File: src/rtl/imem_loader.sv
// rtl/imem_loader.sv - boot loader assembling a byte stream into 32-bit instruction-memory writes
// Frame: LEN byte, 4*LEN data bytes (little-endian words), XOR checksum byte.
module imem_loader #(
  parameter int ADDR_W = 8
) (
  input  logic              clk,
  input  logic              rst_n,
  input  logic              start,
  input  logic [7:0]        rx_data,
  input  logic              rx_valid,
  output logic              rx_ready,
  output logic              we,
  output logic [ADDR_W-1:0] wa,
  output logic [31:0]       wd,
  output logic              busy,
  output logic              done,
  output logic              err
);

  typedef enum logic [2:0] {
    S_IDLE  = 3'd0,
    S_LEN   = 3'd1,
    S_DATA  = 3'd2,
    S_WRITE = 3'd3,
    S_CSUM  = 3'd4,
    S_DONE  = 3'd5
  } state_t;

  state_t            state_q, state_d;
  logic [7:0]        cnt_q, cnt_d;
  logic [7:0]        csum_q, csum_d;
  logic [ADDR_W-1:0] addr_q, addr_d;
  logic [1:0]        idx_q, idx_d;
  logic [31:0]       wd_q, wd_d;
  logic              err_q, err_d;
  logic              xfer;

  // Handshake outputs come from the registered state only, so rx_valid/start never reach them.
  assign rx_ready = (state_q == S_LEN) || (state_q == S_DATA) || (state_q == S_CSUM);
  assign we       = (state_q == S_WRITE);
  assign busy     = rx_ready || we;
  assign done     = (state_q == S_DONE);
  assign err      = err_q;
  assign wa       = addr_q;
  assign wd       = wd_q;
  assign xfer     = rx_valid && rx_ready;

  always_ff @(posedge clk or negedge rst_n) begin
    if (!rst_n) begin
      state_q <= S_IDLE;
      cnt_q   <= '0;
      csum_q  <= '0;
      addr_q  <= '0;
      idx_q   <= '0;
      wd_q    <= '0;
      err_q   <= 1'b0;
    end else begin
      state_q <= state_d;
      cnt_q   <= cnt_d;
      csum_q  <= csum_d;
      addr_q  <= addr_d;
      idx_q   <= idx_d;
      wd_q    <= wd_d;
      err_q   <= err_d;
    end
  end

  always_comb begin
    state_d = state_q;
    cnt_d   = cnt_q;
    csum_d  = csum_q;
    addr_d  = addr_q;
    idx_d   = idx_q;
    wd_d    = wd_q;
    err_d   = err_q;
    case (state_q)
      S_IDLE, S_DONE: begin
        if (start) begin
          state_d = S_LEN;
          err_d   = 1'b0;
        end
      end
      S_LEN: begin
        if (xfer) begin
          cnt_d   = rx_data;
          csum_d  = rx_data;
          addr_d  = '0;
          idx_d   = '0;
          state_d = (rx_data == 8'd0) ? S_CSUM : S_DATA;
        end
      end
      S_DATA: begin
        if (xfer) begin
          wd_d[{idx_q, 3'b000} +: 8] = rx_data;
          csum_d = csum_q ^ rx_data;
          idx_d  = idx_q + 2'd1;
          if (idx_q == 2'd3) begin
            state_d = S_WRITE;
          end
        end
      end
      S_WRITE: begin
        addr_d  = addr_q + ADDR_W'(1);
        cnt_d   = cnt_q - 8'd1;
        state_d = (cnt_q == 8'd1) ? S_CSUM : S_DATA;
      end
      S_CSUM: begin
        if (xfer) begin
          err_d   = (rx_data != csum_q);
          state_d = S_DONE;
        end
      end
      default: state_d = S_IDLE;
    endcase
  end

endmodule
File: config.mk
export PLATFORM = sky130hd
export DESIGN_NAME = imem_loader
export DESIGN_NICKNAME = d
export VERILOG_FILES = /design/src/rtl/imem_loader.sv
export SDC_FILE = /design/constraint.sdc
export NUM_CORES = 1
export LEC_CHECK = 0
export CAP_MARGIN = 20
export CORE_ASPECT_RATIO = 1.25
export CORE_MARGIN = 3
export CORE_UTILIZATION = 58
export DETAILED_ROUTE_END_ITERATION = 10
export PLACE_DENSITY = 0.93
export SLEW_MARGIN = 10
export SYNTH_ARGS = -nofsm -noshare
export SYNTH_HDL_FRONTEND = slang
export SYNTH_SLANG_ARGS = --single-unit
export TNS_END_PERCENT = 50
File: constraint.sdc
create_clock -name clk -period 4.4 [get_ports clk]
set_clock_uncertainty 0.2 [all_clocks]
set_input_delay 1.32 -clock clk [delete_from_list [all_inputs] [get_ports clk]]
set_output_delay 1.32 -clock clk [all_outputs]
set_load 0.02 [all_outputs]
# ---- After elaboration in Yosys (flattened, before gate mapping)
# Index checks and enable logic that the tools add are counted.
dict set report totals {
  ff_bits 62
  latchBits 0
  ramBits 0
  romBits 0
  n_memories 0
}
dict set report op_classes {
  addsub 4
  n_mul 0
  n_div 0
  order_cmp 0
  n_eq_ne 13
  n_shift 2
  n_mux 21
  bitwise 1
  n_reduce_logical 15
}
# operator count
set op_table {}
lappend op_table {{$pmux 8 s2} 3}
lappend op_table {{$bwmux 32} 1}
lappend op_table {{$shift 8x7->32 const A} 1}
lappend op_table {{$shiftx 8x7->32} 1}
lappend op_table {{$mux 8} 3}
lappend op_table {{$mux 3} 7}
lappend op_table {{$pmux 3 s5} 1}
lappend op_table {{$add 8x1->8 const B} 1}
lappend op_table {{$eq 8x1->1 const B} 1}
lappend op_table {{$logic_not 8->1} 1}
lappend op_table {{$ne 2x2->1 const B} 4}
lappend op_table {{$ne 8x8->1} 1}
lappend op_table {{$sub 8x1->8 const B} 1}
lappend op_table {{$xor 8x8->8} 1}
lappend op_table {{$neg 5->7} 1}
lappend op_table {{$eq 3x2->1 const B} 2}
lappend op_table {{$eq 3x3->1 const B} 2}
lappend op_table {{$reduce_and 3->1} 2}
lappend op_table {{$reduce_bool 2->1} 3}
lappend op_table {{$reduce_and 5->1} 1}
lappend op_table {{$mux 2} 2}
lappend op_table {{$pmux 2 s2} 1}
lappend op_table {{$reduce_and 2->1} 2}
lappend op_table {{$eq 3x1->1 const B} 1}
lappend op_table {{other kinds (9)} 12}

# ---- Logic depth before layout (Yosys ltp)
dict set report depth {
  ltp_word 6
  ltp_mapped 6
  ltp_nobuf 6
}

# ---- Least setup slack after synthesis
# No wires, ideal clock.
dict set report synth_timing {
  kind {reg-to-output}
  startpoint {register state_q[1]}
  endpoint {output busy}
  t_arrival_ns 1.509
  path_slack_ns 1.371
  path_stages_with_launch 7
  n_path_buf 2
  path_cell_list {dfrtp_1 -> clkbuf_8 -> buf_2 -> nor2_1 -> nand2_1 -> o21ai_0 -> or2_2}
}
dict set report synth_via {
  elab_chain_len 4
  word_cells_on_any_way 7
  classes_between {eq/ne (4); reduce/logical (3)}
}
# item line_no
set synth_rtl {}
lappend synth_rtl {{from (decl)} 29} ;# state_t state_q, state_d;
lappend synth_rtl {{from (signal assigned)} 58} ;# state_q <= state_d;
lappend synth_rtl {{$eq 3x1->1 or $eq 3x2->1 (tied branches)} 39} ;# assign rx_ready = (state_q == S_LEN) || (state_q == S_DATA) || (state_q == S_CSUM);
lappend synth_rtl {{$logic_or 1x1->1} 39}
lappend synth_rtl {{$logic_or 1x1->1 (*)} 39}
lappend synth_rtl {{via rx_ready} 11} ;# output logic rx_ready,
lappend synth_rtl {{$logic_or 1x1->1 (*)} 41} ;# assign busy = rx_ready || we;
lappend synth_rtl {{to (decl)} 15} ;# output logic busy,
# Mark *: on every way through the listed nets, which the timed path passes. The rest lies on a longest branch.

# ---- Final worst setup path
dict set report layout_timing {
  startpoint {register state_q[1]}
  endpoint {output we}
}
dict set report layout_via {
  elab_chain_len 1
}
# item line_no
set layout_rtl {}
lappend layout_rtl {{$eq 3x2->1} 40} ;# assign we = (state_q == S_WRITE);
lappend layout_rtl {{to (decl)} 12} ;# output logic we,
# Every way passes these cells.

==> results.md <==
* Status: finished clean
* Layout fillers at ~420
* Netlist cell types at 48
* CP max stage delay at around 0.74 ns
* Hold_sp: wa[7]
* Synth top area cells: dfrtp_1, o21ai_0, nand3_1
* Commonest cells after routing, fill and taps aside: dfrtp_1, clkdlybuf4s50_1, o21ai_0
* Min Tclk post-route at around 3.8 ns
* Core area at 5593 um^2
* Ys flop type: dfrtp_1
* Hold Slack at ~0.28 ns
* Post-CTS Setup Bufs at 0
* CTS sink cnt at just over 60
* GR Overflow Total at 0
* First-pass GRT wire length at 14460 um
* Number of enable flip-flop cells after synthesis at 0
* Initial antenna violation count at 0
* Critical Path Source: state_q[1]
* Detailed-route wire length per cell at ~17 um
* # hold bufs at CTS at 0
* Most common cell after layout, fill and taps aside: dfrtp_1
* Max-slew violations at 0
* Drt pass-1 iters at 6
* Footprint of the multi-input gates at approximately 1600 um^2
* CTS HTree Levels at 3
* Endpoints failing hold at 0
* Synthesized-area fraction occupied by xor and xnor cells at 2.536%
* Max-cap violation count at 0
* Violation count after the first detailed-route iteration at between 200 and 300
* Yosys reg bits at 62
* Net Count, Synth at 407
* Crit path max fanout at 19
* P per Cell Area at about 650 nW/um^2
* Worst reg2reg startpoint: idx_q[0]
* Storage element area at approximately 1600 um^2
* Seq/Total Area, Yosys at between 40% and 50%
* Clk pin slew, worst setup/hold paths at roughly 0.070 ns
* Async set-or-reset flop fraction in the synthesized netlist at 100.0%
* Slowest cell on crit path: dfrtp_1
* Routed Antenna Nets at 0
* Slew HR at 38.50%
* Period utilization at 86.68%
* Worst EP required at around 2.9 ns
* Main combinational cell family by area after synthesis: simple AND/OR/NAND/NOR gates
* Gpl congestion at 0.8068
* Vias per std cell at around 6.2
* Post-DP HPWL at between 5000 and 6000 um
* Die width at between 70 and 80 um
* Tot Pwr at approximately 2700 uW
* IO buf count at 56
* Post-Synth Adder-Cell Area at under 10%
* RSZ-0062 raised after global routing: false
* Post-synthesis mux area share at approximately 1.2%
* Crit path capture type: output pin
* Nets at 457
* Die area at 6922 um^2
* Worst Max-Slew Pin Slew at roughly 0.92 ns
* CTS tree: done
* Met1 Usage GRT at about a third
* # IOs at 57
* CP cell instances: nand3b_4 > clkinv_1 > buf_4 > clkdlybuf4s50_1
* M2 GR Usage at 43.02%
* Layout cells sized above 1 at under 10%
* Cells after Synth at 386
* Design area at between 4000 and 5000 um^2
* Met3 Track Usage GR at 5.702%
* GRT Total Usage at a little over a quarter
* Final setup vio count at 0
* Netlist Area Pre-Place at 3453 um^2
* Layer with the highest usage: met2
* Largest net degree at the start of global routing at 52
* Root buffer cell: clkbuf_8
* Total CTS buffers at 9
* VDD IR max at between 0.0005 and 0.0006 V
* Yosys warning count at 0
* Post-synth top area cell: dfrtp_1
* Worst Path Class, Setup: flip-flop to output pin
* Starting Density at around three fifths
* DIE HEIGHT at 92.27 um
* Vias in the first global route at between 3000 and 4000
* Post_cts resized at 0
* Clock Tree Buf Depth at 2
* Area delta synth->final at 20.72%
* Maximum clock frequency at ~260 MHz
* CP arrival at 2.29 ns
* Placed Area at approximately 4000 um^2
* Via Count at approximately 3100
* Leakage at 0.001711 uW
* Post-route setup TNS at 0 ns
* Routed WL at approximately 8600 um
* CP startpoint kind: flip-flop
* Cell Rows at 30
* Worst skew pair latency at between 0.3 and 0.4 ns
* Mean Syn Cell Area at approximately 8.9 um^2
* Worst hold path type: flip-flop to flip-flop
* Post-synthesis simple-gate area fraction at roughly 20%
* Compound-Gate Fraction of Synth Area at 18.95%
* Yosys top cell area share at between 40% and 50%
* # DRC at 0
* Inserted Diodes at 0
-- worst paths after layout --
kind                                   end  slack (ns)  depth (start not counted)
worst max register to register      wd[26]        2.04                          5
worst max-delay path                    we        0.59                          4
min in group asynchronous           wd[15]        0.79                          1
worst min register to register       wa[7]        0.28                          1
max in group asynchronous       state_q[2]        2.57                          2
worst min-delay path                 wa[7]        0.28                          1
-- state kept, by name, summed over array words and instances (netlist names) --
register,flops
csum_q,8
err,1
wa,8
cnt_q,8
idx_q,2
wd,32
state_q,3
-- cells in the mapped netlist, types with 2 or more instances --
master	instances
dfrtp_1	62
o21ai_0	53
inv_1	38
nand3_1	36
nor2_1	32
a21oi_1	18
nand2_1	16
a31oi_1	13
clkbuf_1	10
buf_2	9
ha_1	9
xor2_1	9
a211oi_1	7
nor4_1	5
o22ai_1	5
nand2b_1	4
nor3_1	4
nor3b_4	4
o31ai_1	4
or3_1	4
and3_1	3
buf_4	3
clkbuf_8	3
nand4_1	3
nor2b_1	3
a2bb2oi_1	2
mux2_2	2
mux2i_1	2
nand3b_4	2
nor3b_1	2
o22a_1	2
-- power by group --
part	total (uW)	internal (uW)	switching [uW]
clock network	445	232	213
registers	993	769	223
logic	1250	537	717
total	2690	1540	1150
-- kinds of logic (layout without fill, tap and decap cells) --
kind of cell             Yosys count  count (layout)
AND/OR/NAND/NOR                  124             124
AO/OA/AOI/OAI                    112             112
buffers and inverters             65             119
flip-flops                        62              62
XOR/XNOR                          10              10
adder cells (fa/ha/maj)            9               9
multiplexers                       4               4
-- stage by stage --
| stage | instances | util (%) | setup WS, ns |
|---|---|---|---|
| floorplan | 386 | - | 1.371 |
| global placement | 489 | 71.50 | 0.9455 |
| detailed placement | 489 | 71.50 | 0.8948 |
| CTS | 504 | 74.50 | 0.5742 |
| global route | 504 | 74.54 | 0.4617 |
| finish | 504 | 74.54 | 0.5859 |
-- worst max-delay path: cells and delay by family, from the launching register on --
kind          cells  cell delay [ns]
simple gates      1             0.23
buf+inv           3             0.97
flops             1             0.74
-- cell type report --
type / instances / area share [%]
Clock buffer: 14 / 3.902
Clock inverter: 1 / 0.1200
Timing Repair Buffer: 65 / 15.01
Inverter: 39 / 3.511
Multi-Input combinational cell: 259 / 38.33
Tap cell: 64 / 1.921
Sequential cell: 62 / 37.21
-- per-layer routing --
layer | vias up | wire, um
li1 | 1445 | -
met1 | 1496 | 3373
met2 | 152 | 4235
met3 | 51 | 583
met4 | 0 | 428
met5 | - | 0
No activity file was read; power rests on OpenSTA's default activity.
